<file path="src/rtl/dev_bridge.sv">
// dev_bridge: CPU-side initiator for the word-addressed device bus.
// Decodes CPU load/store addresses into fixed 16-byte device windows, drives
// the shared ADD/DAT/WE lines, returns load data over a req/ack handshake and
// registers the device IRQ lines into the HWInt vector.
//
// Every bus- and CPU-facing output is a flop fed from the current state. As a
// result, each state's effect shows up one cycle after that state is entered:
//   edge N   : IDLE samples PrReq, latches the request        -> ACCESS
//   edge N+1 : DEV_WE pulses (store hit)                      -> ACK
//   edge N+2 : PrAck/PrErr pulse, PrRD updated (load)          -> IDLE
// IDLE can accept again at edge N+3, so back-to-back acks are 3 cycles apart.
module dev_bridge #(
  parameter int          N_DEV     = 3,
  parameter logic [31:0] BASE_ADDR = 32'h0000_7F00
) (
  input  logic                   CLK_I,
  input  logic                   RST_N_I,
  input  logic                   PrReq,
  input  logic                   PrWE,
  input  logic [31:0]            PrAddr,
  input  logic [31:0]            PrWD,
  output logic [31:0]            PrRD,
  output logic                   PrAck,
  output logic                   PrErr,
  output logic [1:0]             DEV_ADD,
  output logic [31:0]            DEV_DAT,
  output logic [N_DEV-1:0]       DEV_WE,
  input  logic [32*N_DEV-1:0]    DEV_RD,
  input  logic [N_DEV-1:0]       DEV_IRQ,
  output logic [5:0]             HWInt
);

  typedef enum logic [1:0] {
    IDLE   = 2'd0,
    ACCESS = 2'd1,
    ACK    = 2'd2
  } state_t;

  state_t state, state_nxt;

  // latched request attributes, valid from ACCESS through ACK
  logic       we_q;
  logic       hit_q;
  logic [2:0] slot_q;

  // address decode of the live CPU request
  logic [31:0] off;
  logic        hit;
  logic [2:0]  slot;
  logic        accept;
  logic        unused_bits;

  logic [N_DEV-1:0] we_nxt;
  logic [31:0]      rd_sel;

  // An address below BASE_ADDR wraps to a huge offset, so the range test on
  // off[31:4] alone would already reject it; the explicit >= keeps intent clear.
  assign off    = PrAddr - BASE_ADDR;
  assign hit    = (PrAddr >= BASE_ADDR) && (off[31:4] < 28'(N_DEV));
  assign slot   = off[6:4];
  assign accept = (state == IDLE) && PrReq;

  // byte lane bits are ignored; the in-window word select comes from PrAddr[3:2]
  assign unused_bits = ^{off[3:0], PrAddr[1:0]};

  // state register
  always_ff @(posedge CLK_I or negedge RST_N_I) begin
    if (!RST_N_I) state <= IDLE;
    else          state <= state_nxt;
  end

  // next state and the one-hot write strobe for the access cycle
  always_comb begin
    state_nxt = state;
    we_nxt    = '0;
    case (state)
      IDLE:   if (PrReq) state_nxt = ACCESS;
      ACCESS: begin
        state_nxt = ACK;
        if (we_q && hit_q) begin
          for (int k = 0; k < N_DEV; k++) begin
            if (slot_q == 3'(k)) we_nxt[k] = 1'b1;
          end
        end
      end
      ACK:     state_nxt = IDLE;
      default: state_nxt = IDLE;
    endcase
  end

  // read-data mux over the device slots, driven by the latched slot
  always_comb begin
    rd_sel = '0;
    for (int k = 0; k < N_DEV; k++) begin
      if (slot_q == 3'(k)) rd_sel = DEV_RD[32*k +: 32];
    end
  end

  // request latch: DEV_ADD/DEV_DAT hold until the next accepted request
  always_ff @(posedge CLK_I or negedge RST_N_I) begin
    if (!RST_N_I) begin
      we_q    <= 1'b0;
      hit_q   <= 1'b0;
      slot_q  <= '0;
      DEV_ADD <= '0;
      DEV_DAT <= '0;
    end else if (accept) begin
      we_q    <= PrWE;
      hit_q   <= hit;
      slot_q  <= hit ? slot : 3'd0;
      DEV_ADD <= PrAddr[3:2];
      DEV_DAT <= PrWD;
    end
  end

  // bus write strobe, single cycle per store hit
  always_ff @(posedge CLK_I or negedge RST_N_I) begin
    if (!RST_N_I) DEV_WE <= '0;
    else          DEV_WE <= we_nxt;
  end

  // CPU completion: ack/err pulse, load data capture (zero on a miss)
  always_ff @(posedge CLK_I or negedge RST_N_I) begin
    if (!RST_N_I) begin
      PrAck <= 1'b0;
      PrErr <= 1'b0;
      PrRD  <= '0;
    end else begin
      PrAck <= (state == ACK);
      PrErr <= (state == ACK) && !hit_q;
      if ((state == ACK) && !we_q) PrRD <= hit_q ? rd_sel : 32'd0;
    end
  end

  // interrupt sampling, free-running and unlatched
  always_ff @(posedge CLK_I or negedge RST_N_I) begin
    if (!RST_N_I) HWInt <= '0;
    else          HWInt <= 6'(DEV_IRQ);
  end

endmodule

</file>
<file path="config.mk">
export PLATFORM = sky130hd
export DESIGN_NAME = dev_bridge
export DESIGN_NICKNAME = d
export VERILOG_FILES = /design/src/rtl/dev_bridge.sv
export SDC_FILE = /design/constraint.sdc
export NUM_CORES = 1
export LEC_CHECK = 0
export CORE_MARGIN = 5
export CORE_UTILIZATION = 33
export DETAILED_ROUTE_END_ITERATION = 12
export PLACE_DENSITY = 0.77
export SYNTH_ARGS = -nofsm -noshare
export SYNTH_HDL_FRONTEND = slang
export SYNTH_SLANG_ARGS = --single-unit
</file>
<file path="constraint.sdc">
create_clock -name CLK_I -period 1.5 [get_ports CLK_I]
set_clock_uncertainty 0.05 [all_clocks]
set_input_delay 0.3 -clock CLK_I [delete_from_list [all_inputs] [get_ports CLK_I]]
set_output_delay 0.3 -clock CLK_I [all_outputs]
set_load 0.05 [all_outputs]
</file>
==> impl_metrics.tcl <==
set metrics [dict create \
    critPathKind "flip-flop to flip-flop" \
    endpoint_kind "flip-flop" \
    cp.required_ps 1660 \
    ctsHtreeMaxLevel 3 \
    path_cells "buf_12 -> or3b_4 -> o41ai_4" \
    critical-path-slowest-cell "or3b_4" \
    synth-seq-area-share 0.5303 \
    finalWeightedCongestion 0.8551 \
    synth_async_sr_flop_share 1.000 \
    critical_path_cell_count 3 \
    clockRootBuffer "clkbuf_16" \
    regToRegSetupSlack_ps -110 \
    worst_r2r_endpoint "PrRD[30]" \
    chipHeight_um 117.6 \
    powerDensity_mw_per_mm2 1041 \
    clk_pin_slew_ps 60 \
    crit_arrival_ps 1770 \
    fp.dieW_um 117.6 \
    die_area_mm2 0.01384 \
    synth_edf_count 0 \
    cts_made_buffers 9 \
    route.detailed.drc 0 \
    dpl.hpwl_mm 11.12 \
    timing.critical_path.buf_inv 1 \
    final_critical_path_setup_slack_ps -112.9 \
    finalSetupTns_ps -3101 \
    final-setup-viol-count 68 \
    multi_input_comb_area_mm2 0.002384 \
    synth_cells 313 \
    wire_length_of_the_first_global_routing_pass_mm 25.36 \
    rows 39 \
    ant_nets_after_route 0 \
    ff_latch_area_mm2 0.002031 \
    r2r_start "state[1]" \
    max_freq_mhz 620.0 \
    family_with_the_most_delay_on_the_worst_path "simple AND/OR/NAND/NOR gates" \
    grt.overflow.total 0 \
    crit_start "state[1]" \
    number_of_max_cap_violations 0 \
    nNetsFinal 755 \
    synth_warnings 0 \
    design.core.area_mm2 0.01137 \
    number_of_max_slew_violations_in_the_final_report 0 \
    ys_dominant_reg_cell "dfrtp_1" \
    number_of_unique_standard_cell_types_used_by_synthesis 33 \
    insertion_delay_ps 330 \
    avgViaCountPerCell 5.419 \
    number_of_fill_cells_in_the_layout 627 \
    via_count_of_the_first_global_routing_pass 4564 \
    synthToLayoutAreaGrowth_pct 129.8 \
    crit_fanout 6 \
    track_usage 0.2292 \
    mappedNetlistArea_mm2 0.003822 \
    grt_start_max_net_pins 49 \
    worst_path_largest_cell_delay_ps 470 \
    timing.critical_path.from_type "flip-flop" \
    start_util 0.3362 \
    floorplan.io_pins 244 \
    finalHoldViolations 0 \
    port_buffers 238 \
    wl_per_cell_um 24.68 \
    clock_sink_count 81 \
    antenna_violations_before_repair 1 \
    worst-r2r-cell-count 3 \
    finalWorstPathRequiredPeriod_ps 1613 \
    first_iter_violations 205 \
    finalCritPeriodShare 1.075 \
    clock_tree_from_tritoncts "done" \
    maximum_buffer_depth_of_the_clock_tree 2 \
    outcome "finished with violations" \
    failing_checks "setup timing" \
    post-place-ws_ps -427.4 \
    leakage_uw 0.003395 \
    vias 3994 \
    hp-class "input port to async pin" \
    power.ir.vdd_worst_mv 0.8100 \
    layout-drive-gt1-share 0.4503 \
    synth.avg_cell_area_um2 12.21 \
    synth.ff_latch_count 81 \
    drt_pass1_iterations 4 \
    rsz0062_at_grt "yes" \
    routed_wirelength_mm 18.19 \
]
-- worst max-delay path by stage --
stage	to	slack (ps)
after floorplan	PrRD[10]	60
after global placement	DEV_DAT[20]	-310
after detailed placement	slot_q[1]	-430
after CTS	PrRD[30]	-60
after global routing	PrRD[25]	-200
final	PrRD[30]	-110
-- final cells by class --
class,count,area share
Timing Repair Buffer,291,0.4409
Sequential cell,81,0.2312
Multi-Input combinational cell,200,0.2714
Clock inverter,6,0.007692
Inverter,5,0.002137
Antenna cell,1,0.0002849
Clock buffer,10,0.02607
Tap cell,143,0.02037
-- cells in the final DEF, fill, tap and decap left out, types with 3 or more instances in the layout --
cell type,count
o31ai_4,21
dfrtp_2,3
buf_12,85
nor2_1,5
nor4_1,3
conb_1,3
mux2_4,14
dfrtp_1,78
clkdlybuf4s50_1,163
nand2_1,21
nand2_2,11
or3b_4,4
o221ai_2,6
clkbuf_16,14
buf_6,13
o31ai_2,7
buf_4,16
mux2_2,21
a21oi_1,32
o221ai_4,21
inv_1,3
buf_8,5
-- synth_stat cells, types with 2 or more instances --
library cell	number	area share
dfrtp_1	81	0.53
mux2_2	35	0.10
nand2_1	34	0.033
a21oi_1	32	0.042
o31ai_2	28	0.092
o221ai_1	26	0.060
buf_2	11	0.014
clkbuf_1	10	0.0098
buf_6	7	0.021
nor2_1	5	0.0049
inv_1	4	0.0039
o21ai_0	4	0.0052
o41ai_2	4	0.017
buf_4	3	0.0059
nor2b_1	3	0.0049
nor4_1	3	0.0049
nand4_1	2	0.0033
nor3_1	2	0.0026
nor4bb_1	2	0.0052
o221ai_2	2	0.0079
o32ai_1	2	0.0046
or3b_1	2	0.0046
-- metrics by stage --
| stage | instances | power [µW] | hold WS (ps) | area, µm² | utilization |
|---|---|---|---|---|---|
| 3_3_place_gp | 696 | 6507 | 153.6 | 7282 | 0.6405 |
| 4_1_cts | 724 | 9004 | 361.2 | 8285 | 0.7287 |
| 5_1_grt | 737 | 9455 | 363.1 | 8783 | 0.7725 |
| 3_5_place_dp | 696 | 6595 | 156.9 | 7282 | 0.6405 |
| 2_1_floorplan | 315 | 4350 | -45.59 | 3830 | - |
| 6_report | 737 | 9140 | 367.8 | 8783 | 0.7725 |
-- kinds of logic after synthesis --
kind of cell / Yosys count / share of synthesized area
compound gates: 100 / 0.2314
simple gates: 59 / 0.07725
other cells: 1 / 0.0009811
mux: 35 / 0.1031
buf+inv: 37 / 0.05695
flops: 81 / 0.5303
-- worst reg2reg max path: stages, from the launching register on --
cell     delay [ps]
dfrtp_2         450
buf_12          120
or3b_4          470
o41ai_4         410
-- repair_timing --
action                     in CTS  in global routing
pin swaps                      29                 12
hold buffers                    1                  0
setup buffers                   5                  5
gates cloned                    6                  7
resized for setup              88                 59
hold endpoints to repair       19                  0
setup endpoints to repair      65                 70
-- registers in the layout, indices dropped and copies added (netlist names) --
register	flops
PrRD	32
HWInt	3
we_q	1
DEV_WE	3
PrAck	1
slot_q	3
hit_q	1
state	2
PrErr	1
DEV_ADD	2
DEV_DAT	32
-- where the power goes --
part / total (µW) / internal (µW) / leakage [µW] / switching [µW]
combinational: 4010 / 2130 / 0.00222 / 1880
sequential: 2920 / 2520 / 0.00103 / 403
clock: 2200 / 1300 / 0.000139 / 908
-- layer usage --
| layer | up-vias | part of all wire | GRT usage |
|---|---|---|---|
| li1 | 1734 | - | - |
| met1 | 1958 | 0.34 | 0.2525 |
| met2 | 254 | 0.53 | 0.4038 |
| met3 | 48 | 0.098 | 0.08169 |
| met4 | 0 | 0.036 | 0.08530 |
| met5 | - | 0 | 0 |
Power figures use the tool's default switching activity.
